`src/rtl/wave_gen.sv`:
```
// Multi-channel periodic waveform generator (saw / triangle / square) on a simple
// valid/ready register bus. One wave_gen_ch instance per channel.

module wave_gen_ch #(
  parameter int OUT_W = 8
) (
  input  logic             clk,
  input  logic             resetn,
  input  logic             wr,
  input  logic [1:0]       sel,
  input  logic [3:0]       wstrb,
  input  logic [31:0]      wdata,
  input  logic             sync,
  output logic [31:0]      period,
  output logic [1:0]       mode,
  output logic [OUT_W-1:0] duty,
  output logic [OUT_W-1:0] sample
);
  localparam logic [OUT_W-1:0] PMAX = '1;

  logic [31:0]      presc, period_nx;
  logic [OUT_W-1:0] phase, phase_nx, duty_nx;
  logic             dir_up, dir_nx, restart, idle;

  assign restart = (wr && sel != 2'd3) || sync;
  assign idle    = (mode == 2'd0) || (period == 32'd0);

  always_comb begin
    for (int i = 0; i < 32; i++)    period_nx[i] = wstrb[i/8] ? wdata[i] : period[i];
    for (int i = 0; i < OUT_W; i++) duty_nx[i]   = wstrb[i/8] ? wdata[i] : duty[i];
  end

  // Triangle flips direction at the endpoints without repeating them.
  always_comb begin
    phase_nx = phase + 1'b1;
    dir_nx   = dir_up;
    if (mode == 2'd2) begin
      if (dir_up && phase == PMAX) begin
        phase_nx = phase - 1'b1;
        dir_nx   = 1'b0;
      end else if (!dir_up && phase == '0) begin
        dir_nx   = 1'b1;
      end else if (!dir_up) begin
        phase_nx = phase - 1'b1;
      end
    end
  end

  always_ff @(posedge clk) begin
    if (!resetn) begin
      period <= '0;
      mode   <= '0;
      duty   <= '0;
      presc  <= '0;
      phase  <= '0;
      dir_up <= 1'b1;
      sample <= '0;
    end else begin
      if (wr && sel == 2'd0) period <= period_nx;
      if (wr && sel == 2'd1 && wstrb[0]) mode <= wdata[1:0];
      if (wr && sel == 2'd2) duty <= duty_nx;
      // Restart has priority over a coinciding step.
      if (restart || idle) begin
        presc  <= '0;
        phase  <= '0;
        dir_up <= 1'b1;
        sample <= '0;
      end else if (presc == period) begin
        presc  <= '0;
        phase  <= phase_nx;
        dir_up <= dir_nx;
        if (mode == 2'd3) sample <= (phase_nx < duty) ? PMAX : '0;
        else              sample <= phase_nx;
      end else begin
        presc <= presc + 32'd1;
      end
    end
  end
endmodule

module wave_gen #(
  parameter int NCH   = 4,
  parameter int OUT_W = 8
) (
  input  logic                 clk,
  input  logic                 resetn,
  input  logic                 valid,
  output logic                 ready,
  input  logic [3:0]           wstrb,
  input  logic [31:0]          addr,
  input  logic [31:0]          wdata,
  output logic [31:0]          rdata,
  output logic [NCH*OUT_W-1:0] out
);
  logic                        accept, is_wr, sync_wr;
  logic [1:0]                  sel;
  logic [3:0]                  chn;
  logic [31:0]                 rd_val;
  logic [NCH-1:0]              ch_wr, ch_sync;
  logic [NCH-1:0][31:0]        period;
  logic [NCH-1:0][1:0]         mode;
  logic [NCH-1:0][OUT_W-1:0]   duty, samp;
  logic                        unused_addr;

  assign accept      = valid && !ready;
  assign is_wr       = |wstrb;
  assign sel         = addr[3:2];
  assign chn         = addr[7:4];
  assign sync_wr     = accept && is_wr && chn == 4'hF && sel == 2'd0;
  assign unused_addr = ^{addr[31:8], addr[1:0]};
  assign out         = samp;

  for (genvar c = 0; c < NCH; c++) begin : g_ch
    assign ch_wr[c]   = accept && is_wr && chn == 4'(c);
    assign ch_sync[c] = sync_wr && wdata[c];
    wave_gen_ch #(.OUT_W(OUT_W)) u_ch (
      .clk    (clk),
      .resetn (resetn),
      .wr     (ch_wr[c]),
      .sel    (sel),
      .wstrb  (wstrb),
      .wdata  (wdata),
      .sync   (ch_sync[c]),
      .period (period[c]),
      .mode   (mode[c]),
      .duty   (duty[c]),
      .sample (samp[c])
    );
  end

  // Global page and unmapped channels fall through to zero.
  always_comb begin
    rd_val = '0;
    for (int c = 0; c < NCH; c++) begin
      if (chn == 4'(c)) begin
        case (sel)
          2'd0:    rd_val = period[c];
          2'd1:    rd_val = {30'b0, mode[c]};
          2'd2:    rd_val = 32'(duty[c]);
          default: rd_val = 32'(samp[c]);
        endcase
      end
    end
  end

  always_ff @(posedge clk) begin
    if (!resetn) begin
      ready <= 1'b0;
      rdata <= '0;
    end else begin
      ready <= accept;
      rdata <= (accept && !is_wr) ? rd_val : '0;
    end
  end
endmodule

```
`config.mk`:
```
export PLATFORM = sky130hd
export DESIGN_NAME = wave_gen
export DESIGN_NICKNAME = d
export VERILOG_FILES = /design/src/rtl/wave_gen.sv
export SDC_FILE = /design/constraint.sdc
export NUM_CORES = 1
export LEC_CHECK = 0
export CAP_MARGIN = 15
export CORE_MARGIN = 8
export CORE_UTILIZATION = 33
export CTS_BUF_LIST = sky130_fd_sc_hd__clkbuf_4
export DETAILED_ROUTE_END_ITERATION = 10
export PLACE_DENSITY = 0.5
export SYNTH_ARGS = -nofsm -noshare
export SYNTH_HDL_FRONTEND = slang
export SYNTH_SLANG_ARGS = --single-unit
export TNS_END_PERCENT = 30
```
`constraint.sdc`:
```
create_clock -name clk -period 4.5 [get_ports clk]
set_clock_uncertainty 0.2 [all_clocks]
set_input_delay 0.9 -clock clk [delete_from_list [all_inputs] [get_ports clk]]
set_output_delay 0.9 -clock clk [all_outputs]
set_load 0.05 [all_outputs]
```
==> reports/metrics.cfg <==
[logic_synthesis]
yosysSeqAreaShare_pct = 38.8
synth_edf_count = 0
yosys.area.top_type = dfxtp_1
yosysUniqueCellTypes = 73
syn_nets = 2520
synth_area_leaders = dfxtp_1 (39%), xor2_1 (6.2%), xnor2_1 (5.9%)
yosys.area.top_type_share_pct = 38.8
ys.flop_type = dfxtp_1
synthArstFlopShare_pct = 0
synth_area_um2 = 20500
ys_seq_elements = 397
synth.avg_cell_area_um2 = 8.51
synth_warnings = 0
syn-instance-count = 2406

[routing]
ant_nets = 0
met3WireLength_um = 4630
drt_first_iter_violations = 1400
vias = 18500
drt-met1-wl_um = 33100
wl_met2_um = 31000
vias_per_cell = 5.36
detail_route.wl_per_cell_um = 20.5
drcViolationCount = 0
drt-total-wl_um = 70700
drt_pass1_iterations = 7
dr.max_layer_used = met5

[die]
fp.dieH_um = 265
die_w_um = 265
initial_core_util_pct = 33.3
coreArea_um2 = 61500
die_area_um2 = 70300
num_io_pins = 136
rows = 91

[placed_design]
place_ws_ps = 209
dpl.hpwl_um = 52800
gp_congestion = 0.913
io_buffer_count = 109

[power]
pwr-share-comb_pct = 4.1
power_frac_clock_pct = 46.6
p_per_area_nw_per_um2 = 298
power.leakage_nw = 8.74
p_seq_share_pct = 49.3
power.switching_mw = 1.80
internal_power_mw = 5.34
p_sw_share_pct = 25.3
ir_drop_v = 0.000160

[worst_hold_path]
worstHoldPathType = flop to flop

[sta]
period_share_pct = 90.6
worst_pin_slew_ps = 1040
timing.fmax_mhz = 245
slew-limit-headroom_pct = 29.9
hold_violations = 0
fin_crit_ps = 4080
slew_viol_final = 0
rsz0062_at_grt = no
fin_ws_ps = 423
setup_viol = 0
finalSetupTns_ps = 0

[worst_setup_path]
cpLargestDelayFamily = compound AO/OA/AOI/OAI gates
endpoint_kind = flop
cp_data_arrival_time_ps = 4670
critPathRequiredTime_ps = 5100
crit_slowest_cell = dfxtp_1
crit_buf_inv = 1
max_stage_delay_ps = 510
startpoint_type = flop
critical_path_class = flop to flop
cp_max_fo = 8
path_cells = inv_1 > ha_1 > a311oi_1 > nor2_1 > o41ai_1 > xor2_1 > ha_1 > and3_1 > nand3_1 > a21oi_1 > o311a_1 > a211oi_1 > o21a_1
cp_common_cell = ha_1

[clock_network]
hold_buffers = 0
path_clk_slew_ps = 60
cts_tree = built
cts_resized = 0
insertion_delay_ps = 890
cts_made_buffers = 112
cts_htree_levels = 3
clockBufferDepth = 3
clkSinkCount = 397
post_cts_buffers = 0
cts-root-buf = clkbuf_4

[grt]
grt_pass1_vias = 18300
grt_max_degree = 100
grt_pass1_wl_um = 109000
grt_overflow_total = 0
antenna_found_initial = 3
track_usage_pct = 19.6

[job]
drv_cap = 0

[cells_and_area]
syn_to_final_growth_pct = 17.1
nNetsFinal = 2681
fill_cells = 6301
drive_above_1_share_pct = 10.6

[outcome]
status = finished clean

-- area by class of cell --
type / count / area (µm²) / area share (%)
multi-input cells: 1816 / 11800 / 49.3
flip-flops and latches: 397 / 7950 / 33.1
repair buffers: 175 / 1570 / 6.55
clock buffers: 172 / 1290 / 5.38
well taps: 790 / 988 / 4.12
inverters: 65 / 244 / 1.02
clock inverters: 26 / 105 / 0.438
diodes: 2 / 5.00 / 0.0209
-- power by group through the flow --
stage          clock, mW  combinational [mW]  sequential [mW]
6_report            3.33               0.296             3.52
2_1_floorplan          0               0.146             3.60
3_5_place_dp           0               0.289             3.60
5_1_grt             3.62               0.307             3.52
4_1_cts             3.44               0.290             3.52
3_3_place_gp           0               0.290             3.60
-- metal layers --
| layer | GRT usage, % | vias up |
|---|---|---|
| li1 | - | 8869 |
| met1 | 26.5 | 8885 |
| met2 | 30.7 | 578 |
| met3 | 4.31 | 128 |
| met4 | 6.94 | 2 |
| met5 | 0 | - |
-- through the flow --
stage	cell area (µm²)	hold WS, ps	utilization, %	cells	total power [mW]
after global placement	22600	268	36.7	3242	3.89
after CTS	24000	187	39.0	3440	7.25
after detailed placement	22600	273	36.7	3242	3.89
after global routing	24000	259	39.0	3443	7.45
after floorplan	20500	249	-	2406	3.75
final	24000	280	39.0	3443	7.14
-- logic make-up after synthesis --
logic type	Yosys count	share of synthesized area, %
multiplexers	90	4.89
flip-flops	397	38.8
adder cells (fa/ha/maj)	43	2.63
XOR/XNOR	282	12.1
buffers and inverters	193	3.58
AND/OR/NAND/NOR	991	23.7
AO/OA/AOI/OAI	410	14.4
-- worst paths after layout --
check / from / end / slack, ps / cells past startpoint
max: g_ch[1].u_ch.phase[0] / g_ch[1].u_ch.sample[3] / 420 / 13
min: g_ch[3].u_ch.duty[2] / g_ch[3].u_ch.duty[2] / 280 / 2
max reg2reg: g_ch[1].u_ch.phase[0] / g_ch[1].u_ch.sample[3] / 420 / 13
min reg2reg: g_ch[3].u_ch.duty[2] / g_ch[3].u_ch.duty[2] / 280 / 2
-- placed cells by master (no fill, tap or decap), types with 7 or more instances in the layout --
cell type / count
o21ai_1: 11
and4_1: 15
clkbuf_4: 172
nor2b_1: 59
a211oi_1: 17
a31oi_1: 9
xnor2_1: 137
nand2_1: 244
a221oi_1: 38
nor3_1: 20
clkinv_1: 20
nand3_1: 167
dfxtp_1: 397
a21oi_1: 38
clkdlybuf4s50_1: 106
a21boi_1: 93
nor4_1: 56
or3_1: 12
o211ai_1: 8
mux2i_1: 82
o21a_1: 14
and3_1: 26
o221ai_1: 7
mux4_2: 8
nor2_1: 261
nand4_1: 65
inv_1: 65
o22ai_1: 9
o21ai_0: 58
ha_1: 43
and2_1: 17
a21boi_0: 30
xor2_1: 145
nand2b_1: 10
a22oi_1: 18
buf_4: 66
a22o_1: 11
-- synthesized netlist by cell type, drive strengths merged, types with 38 or more instances --
| cell type | count |
|---|---|
| nand2 | 244 |
| mux2i | 82 |
| a21oi | 38 |
| nand4 | 65 |
| xor2 | 145 |
| ha | 43 |
| nor4 | 64 |
| nor2 | 262 |
| a221oi | 38 |
| dfxtp | 397 |
| inv | 65 |
| a21boi | 123 |
| o21ai | 69 |
| xnor2 | 137 |
| clkbuf | 112 |
| nand3 | 167 |
| nor2b | 59 |
-- flip-flops by register name, indices dropped and copies added, names as in the netlist --
signal	flops
g_ch.u_ch.phase	32
g_ch.u_ch.period	128
g_ch.u_ch.mode	8
g_ch.u_ch.duty	32
rdata	32
ready	1
g_ch.u_ch.dir_up	4
g_ch.u_ch.presc	128
g_ch.u_ch.sample	32
-- worst min-delay path: cells and delay by family, from the launching register on --
family	cells	cell delay [ps]
AO/OA/AOI/OAI	2	130
flip-flops	1	300
(Power assumes the default switching activity.)
